File: config.mk
export PLATFORM = sky130hd
export DESIGN_NAME = controlador_irrigacao
export DESIGN_NICKNAME = d
export VERILOG_FILES = /design/src/rtl/irrigacao_pkg.sv /design/src/rtl/controlador_irrigacao_decodificador_nivel.sv /design/src/rtl/controlador_irrigacao.sv
export SDC_FILE = /design/constraint.sdc
export NUM_CORES = 1
export LEC_CHECK = 0
export CAP_MARGIN = 20
export CORE_MARGIN = 3
export CORE_UTILIZATION = 35
export CTS_CLUSTER_SIZE = 30
export DETAILED_ROUTE_END_ITERATION = 16
export PLACE_DENSITY = 0.61
export SETUP_SLACK_MARGIN = 0.3
export SYNTH_ARGS = -nofsm -noshare
export SYNTH_HDL_FRONTEND = slang
export SYNTH_HIERARCHICAL = 1
export SYNTH_SLANG_ARGS = --single-unit
File: constraint.sdc
create_clock -name clock -period 3.2 [get_ports clock]
set_input_delay 0.64 -clock clock [delete_from_list [all_inputs] [get_ports clock]]
set_output_delay 0.64 -clock clock [all_outputs]
set_load 0.02 [all_outputs]
File: src/rtl/irrigacao_pkg.sv
// Shared types and constants for the irrigation controller.
package irrigacao_pkg;

    localparam int CNT_W = 8;

    typedef enum logic [2:0] {
        OCIOSO     = 3'd0,
        GOTEJANDO  = 3'd1,
        ASPERSANDO = 3'd2,
        PAUSA      = 3'd3,
        ERRO       = 3'd4
    } estado_t;

    typedef enum logic [2:0] {
        VAZIO    = 3'd0,
        BAIXO    = 3'd1,
        MEDIO    = 3'd2,
        CHEIO    = 3'd3,
        INVALIDO = 3'd4
    } nivel_t;

    localparam logic [2:0] COD_VAZIO = 3'b000;
    localparam logic [2:0] COD_BAIXO = 3'b001;
    localparam logic [2:0] COD_MEDIO = 3'b011;
    localparam logic [2:0] COD_CHEIO = 3'b111;

endpackage

File: src/rtl/controlador_irrigacao_decodificador_nivel.sv
// Thermometer level code to level enum; non-thermometer codes flag invalid.
module decodificador_nivel
    import irrigacao_pkg::*;
(
    input  logic [2:0] codigo,
    output nivel_t     nivel,
    output logic       invalido
);

    always_comb begin
        invalido = 1'b0;
        case (codigo)
            COD_VAZIO: nivel = VAZIO;
            COD_BAIXO: nivel = BAIXO;
            COD_MEDIO: nivel = MEDIO;
            COD_CHEIO: nivel = CHEIO;
            default: begin
                nivel    = INVALIDO;
                invalido = 1'b1;
            end
        endcase
    end

endmodule

File: src/rtl/controlador_irrigacao.sv
// Irrigation/refill sequencer. Optional FILTRO_SENSOR_EN debounces sensors on the 1 s strobe.
// state      | meaning
// OCIOSO     | idle, waiting for dry soil
// GOTEJANDO  | drip valve open, counting T_GOTEJAMENTO
// ASPERSANDO | sprinkler valve open, counting T_ASPERSAO
// PAUSA      | mandatory rest, sensors ignored
// ERRO       | invalid level code, everything closed
module controlador_irrigacao
    import irrigacao_pkg::*;
#(
    parameter int T_GOTEJAMENTO = 20,
    parameter int T_ASPERSAO    = 10,
    parameter int T_PAUSA       = 5
) (
    input  logic             clock,
    input  logic             resetN,
    input  logic             umSegundo,
    input  logic             umidadeAr,
    input  logic             umidadeSolo,
    input  logic             temperatura,
    input  logic [2:0]       nivelDagua,
    output logic             valvulaGotejamento,
    output logic             valvulaAspersao,
    output logic             valvulaEntrada,
    output logic             alarme,
    output logic             erroSensor,
    output logic [2:0]       estado,
    output logic [CNT_W-1:0] tempoRestante,
    output logic [3:0]       leds
);

    logic [5:0] s1_q, s1_d, s2_q, s2_d, sens;

    assign s1_d = {umidadeAr, umidadeSolo, temperatura, nivelDagua};
    assign s2_d = s1_q;

`ifdef FILTRO_SENSOR_EN
    logic [5:0] amostra_q, amostra_d, filt_q, filt_d, estavel;

    // Sensor bits settle individually; the level code only as a whole word.
    always_comb begin
        estavel[5:3] = ~(s2_q[5:3] ^ amostra_q[5:3]);
        estavel[2:0] = {3{s2_q[2:0] == amostra_q[2:0]}};
        amostra_d    = amostra_q;
        filt_d       = filt_q;
        if (umSegundo) begin
            amostra_d = s2_q;
            filt_d    = (s2_q & estavel) | (filt_q & ~estavel);
        end
    end

    always_ff @(posedge clock) begin
        if (!resetN) begin
            amostra_q <= '0;
            filt_q    <= '0;
        end else begin
            amostra_q <= amostra_d;
            filt_q    <= filt_d;
        end
    end

    assign sens = filt_q;
`else
    assign sens = s2_q;
`endif

    logic   ar_s, solo_s, temp_s, invalido;
    nivel_t nivel;

    assign {ar_s, solo_s, temp_s} = sens[5:3];

    decodificador_nivel u_decodificador_nivel (
        .codigo   (sens[2:0]),
        .nivel    (nivel),
        .invalido (invalido)
    );

    estado_t          estado_q, estado_d;
    logic [CNT_W-1:0] cnt_q, cnt_d;
    logic             gote_q, gote_d, asp_q, asp_d, ent_q, ent_d;
    logic             alarme_q, alarme_d, erro_q, erro_d;

    always_comb begin
        estado_d = estado_q;
        cnt_d    = cnt_q;
        if (invalido) begin
            estado_d = ERRO;
            cnt_d    = '0;
        end else begin
            case (estado_q)
                OCIOSO: begin
                    if (!solo_s && !ar_s && !temp_s && nivel >= MEDIO) begin
                        estado_d = ASPERSANDO;
                        cnt_d    = CNT_W'(T_ASPERSAO);
                    end else if (!solo_s && nivel >= BAIXO) begin
                        estado_d = GOTEJANDO;
                        cnt_d    = CNT_W'(T_GOTEJAMENTO);
                    end
                end
                GOTEJANDO, ASPERSANDO: begin
                    if (solo_s || nivel == VAZIO ||
                        (estado_q == ASPERSANDO && nivel < MEDIO)) begin
                        estado_d = PAUSA;
                        cnt_d    = CNT_W'(T_PAUSA);
                    end else if (umSegundo) begin
                        if (cnt_q <= CNT_W'(1)) begin
                            estado_d = PAUSA;
                            cnt_d    = CNT_W'(T_PAUSA);
                        end else begin
                            cnt_d = cnt_q - CNT_W'(1);
                        end
                    end
                end
                PAUSA: begin
                    if (umSegundo) begin
                        if (cnt_q <= CNT_W'(1)) begin
                            estado_d = OCIOSO;
                            cnt_d    = '0;
                        end else begin
                            cnt_d = cnt_q - CNT_W'(1);
                        end
                    end
                end
                default: begin
                    estado_d = OCIOSO;
                    cnt_d    = '0;
                end
            endcase
        end
    end

    // Inlet valve has hysteresis: holds its value while the tank is at MEDIO.
    always_comb begin
        gote_d   = (estado_d == GOTEJANDO);
        asp_d    = (estado_d == ASPERSANDO);
        erro_d   = (estado_d == ERRO);
        alarme_d = !invalido && (nivel == VAZIO);
        ent_d    = ent_q;
        if (estado_d == ERRO)
            ent_d = 1'b0;
        else if (nivel == VAZIO || nivel == BAIXO)
            ent_d = 1'b1;
        else if (nivel == CHEIO)
            ent_d = 1'b0;
    end

    always_ff @(posedge clock) begin
        if (!resetN) begin
            s1_q     <= '0;
            s2_q     <= '0;
            estado_q <= OCIOSO;
            cnt_q    <= '0;
            gote_q   <= 1'b0;
            asp_q    <= 1'b0;
            ent_q    <= 1'b0;
            alarme_q <= 1'b0;
            erro_q   <= 1'b0;
        end else begin
            s1_q     <= s1_d;
            s2_q     <= s2_d;
            estado_q <= estado_d;
            cnt_q    <= cnt_d;
            gote_q   <= gote_d;
            asp_q    <= asp_d;
            ent_q    <= ent_d;
            alarme_q <= alarme_d;
            erro_q   <= erro_d;
        end
    end

    assign valvulaGotejamento = gote_q;
    assign valvulaAspersao    = asp_q;
    assign valvulaEntrada     = ent_q;
    assign alarme             = alarme_q;
    assign erroSensor         = erro_q;
    assign estado             = estado_q;
    assign tempoRestante      = cnt_q;
    assign leds               = {alarme_q, ent_q, asp_q, gote_q};

endmodule
==> flow_summary.toml, run 1 <==
[layout]
count_of_antenna_diodes_in_the_layout = 0
layout-area-overhead-vs-synth_pct = 25.0
multi_input_comb_area_um2 = 761
final-seq-area_um2 = 561
drive_above_1_share = 0.104
nFillCells = 354
finalNetCount = 194
final_cell_mix = "28 x dfxtp_1, 28 x clkdlybuf4s50_1, 15 x and2_1, 13 x nand2_1, 12 x nor2_1"

[pwr]
combinationalPowerShare = 0.282
vdd.ir_drop.worst_mv = 0.216
p_sw_frac = 0.309
power.total_uw = 939
power.clock.fraction = 0.298
power.density_nw_per_um2 = 529
power_switching_uw = 290
power.sequential.fraction = 0.420
internal_power_uw = 648
total_leakage_power_uw = 0.000669

[worst_setup_path]
cp.depth = 1
r2r.worst_path.cells = 7
path_class = "reg2out"
rr_startpoint = "tempoRestante[0]$_SDFFE_PP0P_"
required_ns = 2.56
critical_path.reg2reg.endpoint = "tempoRestante[2]$_SDFFE_PP0P_"
critPathMaxStageDelay_ns = 0.68
critical_path_arrival_ns = 1.47
critPathLaunch = "estado[2]$_SDFF_PN0_"
path_delay_family = "buffers and inverters"
timing.critical_path.cells = "clkdlybuf4s50_1"
critical_path.max_fanout = 8
worst-path-buf-inv = 1
critical_path.endpoint_type = "output port"
cpMaxStageDelayCell = "clkdlybuf4s50_1"
critical_path_sink = "estado[2]"
setup_slack_reg_to_reg_ns = 1.09
setup.worst_path.start_class = "flip-flop"

[place]
post-place-ws_ns = 0.808
detailed_placement_hpwl_mm = 2.29
routabilityCongestion = 0.863
port_buffers = 28

[drt]
final_antenna_net_count = 0
met3WireLength_um = 235
route.final.wire_length_mm = 3.04
met2_length_mm = 1.41
drt-vias-per-instance = 5.49
detailedRoute.firstIterationViolations = 103
avgRoutedWirePerCell_um = 13.2
routed.top_layer = "met4"
detail_route.first_pass.iterations = 4
detail_route.drc_violations = 0
num_vias = 1262
wl_met1_mm = 1.38

[timing]
setup-violations-final = 0
timing.slew.headroom = 0.515
timing.final.ws_setup_ns = 1.09
fmax_mhz = 473
fin_crit_ns = 2.11
slew_viol_final = 0
final.period_utilization = 0.661
setup-tns-final_ns = 0
worst_slew_pin_slew_ns = 0.720
final_hold_violation_count = 0
timing.clock.skew_ns = 0.00510
setup_repair_after_global_routing_missed_its_margin = "false"
worst_hold_slack_ns = 0.440

[cts]
clk_latency_ns = 0.28
clock-root-buffer = "clkbuf_8"
max-clock-path-buffers = 2
h-tree-depth = 1
cts-hold-fix-buffers = 0
cts_num_sinks = 28
post_cts.resized_instances = 0
post_cts.repair.setup_buffers = 0
clk_pin_slew_ns = 0.09
cts_tree = "built"
cts_inserted_buffers = 3

[grt]
largest_net_degree_at_the_start_of_global_routing = 17
via_count_of_the_first_global_routing_pass = 1155
globalRouteTotalUtil = 0.130
grt_antenna_before_repair = 0
aggregate_global_routing_overflow = 0
grt_pass1_wl_mm = 5.29

[logic_synthesis]
ys_seq_area_frac = 0.395
dominantRegCellSynth = "dfxtp_1"
post_synth_inst_count = 159
post_synth.cell_area_avg_um2 = 8.92
postSynth.asyncResetShare = 0
synthesis.nets = 170
ys.warnings.count = 6
synth_cell_types = 45
ys_seq_elements = 28
synth_area_um2 = 1420
edff_count_synth = 0

[die]
die_h_um = 69.7
die-area_um2 = 4850
io-pin-count = 29
die_w_um = 69.7
fp-row-count = 22
starting_utilization_of_the_core_area = 0.376
fp.coreArea_um2 = 3770

[status]
run_status = "finished, final reports clean"

[hold_path]
holdCritPathClass = "reg2reg"

[flow_run]
drv_cap = 0
-- layout make-up --
cell class,instances,share of cell area
Inverter,9,0.0190
Clock inverter,1,0.0169
Tap cell,48,0.0339
Multi-Input combinational cell,112,0.429
Clock buffer,3,0.0233
Timing Repair Buffer,29,0.162
Sequential cell,28,0.316
-- how the worst min path moves through the flow --
stage,end,from,cells after the start,slack [ns]
global route,s2_q[1]$_SDFF_PN0_,s1_q[1]$_SDFF_PN0_,1,0.48
detailed placement,s2_q[0]$_SDFF_PN0_,s1_q[0]$_SDFF_PN0_,1,0.42
floorplan,s2_q[5]$_SDFF_PN0_,s1_q[5]$_SDFF_PN0_,1,0.41
global placement,s2_q[3]$_SDFF_PN0_,s1_q[3]$_SDFF_PN0_,1,0.42
finish,s2_q[3]$_SDFF_PN0_,s1_q[3]$_SDFF_PN0_,1,0.44
CTS,s2_q[0]$_SDFF_PN0_,s1_q[0]$_SDFF_PN0_,1,0.44
-- state kept, by name, summed over array words and instances, names as in the netlist --
register and flops:
s2_q 6, tempoRestante 8, erroSensor 1, valvulaAspersao 1, estado 3, valvulaGotejamento 1, alarme 1, valvulaEntrada 1
s1_q 6
-- power groups by stage --
stage,sequential [uW],combinational (uW),clock [uW]
global placement,402,260,0
finish,394,265,280
CTS,394,262,289
detailed placement,403,261,0
global route,398,290,299
floorplan,414,176,0
-- metrics by stage --
stage	instances	area [um^2]	utilization
finish	230	1770	0.470
detailed placement	226	1700	0.452
global placement	226	1700	0.452
CTS	230	1770	0.470
global route	230	1770	0.470
floorplan	159	1420	-
-- kinds of logic (layout without fill, tap and decap cells) --
family | Yosys count | after routing | share of synthesized area
simple gates | 73 | 73 | 0.305
compound gates | 34 | 34 | 0.194
flops | 28 | 28 | 0.395
buf+inv | 19 | 42 | 0.0688
fa+ha+maj | 2 | 2 | 0.0176
xor+xnor | 2 | 2 | 0.0123
mux | 1 | 1 | 0.00705
-- routing by layer --
layer  vias to the layer above  GRT usage
li1                        615          -
met1                       587      0.172
met2                        56      0.213
met3                         4     0.0333
met4                         0     0.0255
met5                         -          0
-- Yosys cell counts (2+ instances only) --
library cell | number | area [um^2]
o22ai_1 | 3 | 18.8
inv_1 | 9 | 33.8
nor2_1 | 12 | 45.0
nor3b_2 | 3 | 37.5
nand4_1 | 2 | 12.5
a211oi_1 | 2 | 15.0
nand3_1 | 2 | 10.0
and3_1 | 2 | 12.5
nand2b_1 | 2 | 12.5
nor3_2 | 2 | 20.0
a31oi_1 | 6 | 37.5
clkbuf_1 | 4 | 15.0
nand2_1 | 13 | 48.8
ha_1 | 2 | 25.0
or3_1 | 3 | 18.8
o211ai_1 | 2 | 15.0
dfxtp_1 | 28 | 561
or2_1 | 2 | 12.5
a41oi_1 | 5 | 43.8
o211a_1 | 3 | 30.0
nor3_1 | 5 | 25.0
buf_4 | 5 | 37.5
and2_1 | 15 | 93.8
nor4_1 | 3 | 18.8
a21oi_1 | 4 | 20.0
Power figures use the tool's default switching activity.
==> inputs of run 2 (changes only) <==
PLACE_DENSITY = 0.63   (was 0.61)
clock period = 1.9 ns   (was 3.2 ns; I/O delays follow)
==> run 2 against run 1 <==
Net effect:
- clock skew about the same
- non-clock buffer count rose by 18
- highest routed layer unchanged
- sequential power increased by 71%
- via count rose by 9.4%
- sequential share of layout area is 5.0 points lower
- critical endpoint is now tempoRestante[7]$_SDFFE_PP0P_
- global-route usage is 2.4 points higher
- power increased by 91%
- final cell count is 8.3% higher
==> flow_summary.toml, run 2 (same netlist as run 1, synthesis figures left out) <==
[pwr]
power.sequential.fraction = 0.377
internal_power_uw = 1200
power.clock.fraction = 0.264
power.total_uw = 1790
vdd.ir_drop.worst_mv = 0.527
p_sw_frac = 0.332
power_switching_uw = 594
total_leakage_power_uw = 0.000945
power.density_nw_per_um2 = 823
combinationalPowerShare = 0.359

[timing]
final_hold_violation_count = 0
worst_slew_pin_slew_ns = 0.407
setup-violations-final = 0
fmax_mhz = 549
slew_viol_final = 0
timing.clock.skew_ns = 0.00554
timing.slew.headroom = 0.726
fin_crit_ns = 1.82
final.period_utilization = 0.958
setup_repair_after_global_routing_missed_its_margin = "true"
worst_hold_slack_ns = 0.440

[layout]
nFillCells = 317
final_cell_mix = "17 x dfxtp_1, 17 x buf_4, 16 x dlygate4sd2_1, 14 x and2_1"
drive_above_1_share = 0.388
finalNetCount = 213
finished_layout_cell_area_um2 = 2180
count_of_antenna_diodes_in_the_layout = 0
final-seq-area_um2 = 579
layout-area-overhead-vs-synth_pct = 53.4
multi_input_comb_area_um2 = 1000
largest_reg_flops = 8

[worst_setup_path]
critical_path_arrival_ns = 2.00
critical_path.max_fanout = 5
critPathMaxStageDelay_ns = 0.35
timing.critical_path.cells = "xnor2_1 > and2_4 > nor3_4 > nor3_2 > buf_4 > o31a_1 > a31oi_1 > o22ai_1"
path_class = "reg2reg"
cpMaxStageDelayCell = "dfxtp_2"
critical_path.endpoint_type = "flip-flop"
setup.worst_path.start_class = "flip-flop"
required_ns = 2.08
r2r.worst_path.cells = 8

[hold_path]
holdCritPathClass = "reg2reg"
cells_on_worst_hold_path = 1

[die]
fp-row-count = 22
starting_utilization_of_the_core_area = 0.376
die-area_um2 = 4850
io-pin-count = 29
die_w_um = 69.7
fp.coreArea_um2 = 3770
die_h_um = 69.7

[drt]
avgRoutedWirePerCell_um = 15.4
detail_route.first_pass.iterations = 4
detail_route.drc_violations = 0
detailedRoute.firstIterationViolations = 96
route.final.wire_length_mm = 3.84
drt-vias-per-instance = 5.55
final_antenna_net_count = 0
num_vias = 1381

[status]
run_status = "finished, final reports clean"

[cts]
cts_num_sinks = 28
clock-root-buffer = "clkbuf_8"
h-tree-depth = 1
max-clock-path-buffers = 2
clk_pin_slew_ns = 0.10
cts-hold-fix-buffers = 0
cts_tree = "built"
clk_latency_ns = 0.28
cts_inserted_buffers = 3

[grt]
aggregate_global_routing_overflow = 0
grt_pass1_wl_mm = 6.17
via_count_of_the_first_global_routing_pass = 1302
largest_net_degree_at_the_start_of_global_routing = 17
grt_antenna_before_repair = 0
globalRouteTotalUtil = 0.153

[place]
port_buffers = 28
routabilityCongestion = 0.897
post_dp_cell_area_um2 = 1860
detailed_placement_hpwl_mm = 2.49

[flow_run]
drv_cap = 0
==> run 2: cell count changes in the layout (fill, tap and decap cells not counted), moves of 3 or more <==
| cell | delta |
|---|---|
| a41oi_1 | -3 |
| a41oi_2 | +3 |
| buf_4 | +16 |
| clkdlybuf4s50_1 | -20 |
| dfxtp_1 | -11 |
| dfxtp_2 | +9 |
| dlygate4sd2_1 | +16 |
| dlymetal6s2s_1 | +4 |
| nand2_1 | -3 |
| nand2_2 | +3 |
| nor4_1 | -3 |
==> run 2: area by class of cell <==
| class | instances | area share |
|---|---|---|
| inverter | 9 | 0.0167 |
| timing repair buffer | 47 | 0.197 |
| clock inverter | 1 | 0.0138 |
| sequential | 28 | 0.266 |
| multi-input combinational | 113 | 0.459 |
| clock buffer | 3 | 0.0190 |
| tap | 48 | 0.0276 |
==> run 2: metrics by stage <==
stage	setup TNS [ns]	cells	utilization	setup slack (ns)
finish	0	249	0.577	0.0801
global route	-0.227	249	0.577	-0.0517
CTS	0	248	0.547	0.0830
detailed placement	-0.188	234	0.494	-0.0568
global placement	-0.0240	234	0.494	-0.0149
floorplan	0	159	-	0.204
==> run 2: per-layer routing <==
layer | up-vias | track usage | share of wire
li1 | 657 | - | -
met1 | 659 | 0.187 | 0.40
met2 | 50 | 0.261 | 0.50
met3 | 15 | 0.0406 | 0.060
met4 | 0 | 0.0532 | 0.035
met5 | - | 0 | 0
==> run 2: critical path, delay by kind of cell, from the launching register on <==
kind                      cells  cell delay (ns)
and+or+nand+nor               3             0.56
AOI/OAI and AO/OA             3             0.52
DFF                           1             0.35
buffers and inverters         1             0.15
xor gates and xnor gates      1             0.12
==> run 2: power groups by stage <==
| stage | sequential (uW) | combinational (uW) | clock, uW |
|---|---|---|---|
| global route | 680 | 697 | 511 |
| detailed placement | 682 | 525 | 0 |
| global placement | 680 | 521 | 0 |
| CTS | 671 | 573 | 483 |
| finish | 675 | 643 | 473 |
| floorplan | 701 | 332 | 0 |
==> run 2: path summary, 6_finish.rpt <==
kind	start	end	slack [ns]
min reg2reg	s1_q[3]$_SDFF_PN0_	s2_q[3]$_SDFF_PN0_	0.44
max	s2_q[1]$_SDFF_PN0_	tempoRestante[7]$_SDFFE_PP0P_	0.08
max reg2reg	s2_q[1]$_SDFF_PN0_	tempoRestante[7]$_SDFFE_PP0P_	0.08
min	s1_q[3]$_SDFF_PN0_	s2_q[3]$_SDFF_PN0_	0.44
==> run 2: timing repair <==
action | in CTS | in global routing
pin swaps | 13 | 5
buffers inserted | 9 | 1
setup endpoints to repair | 30 | 17
resized for setup | 34 | 20
cloned | 1 | 0
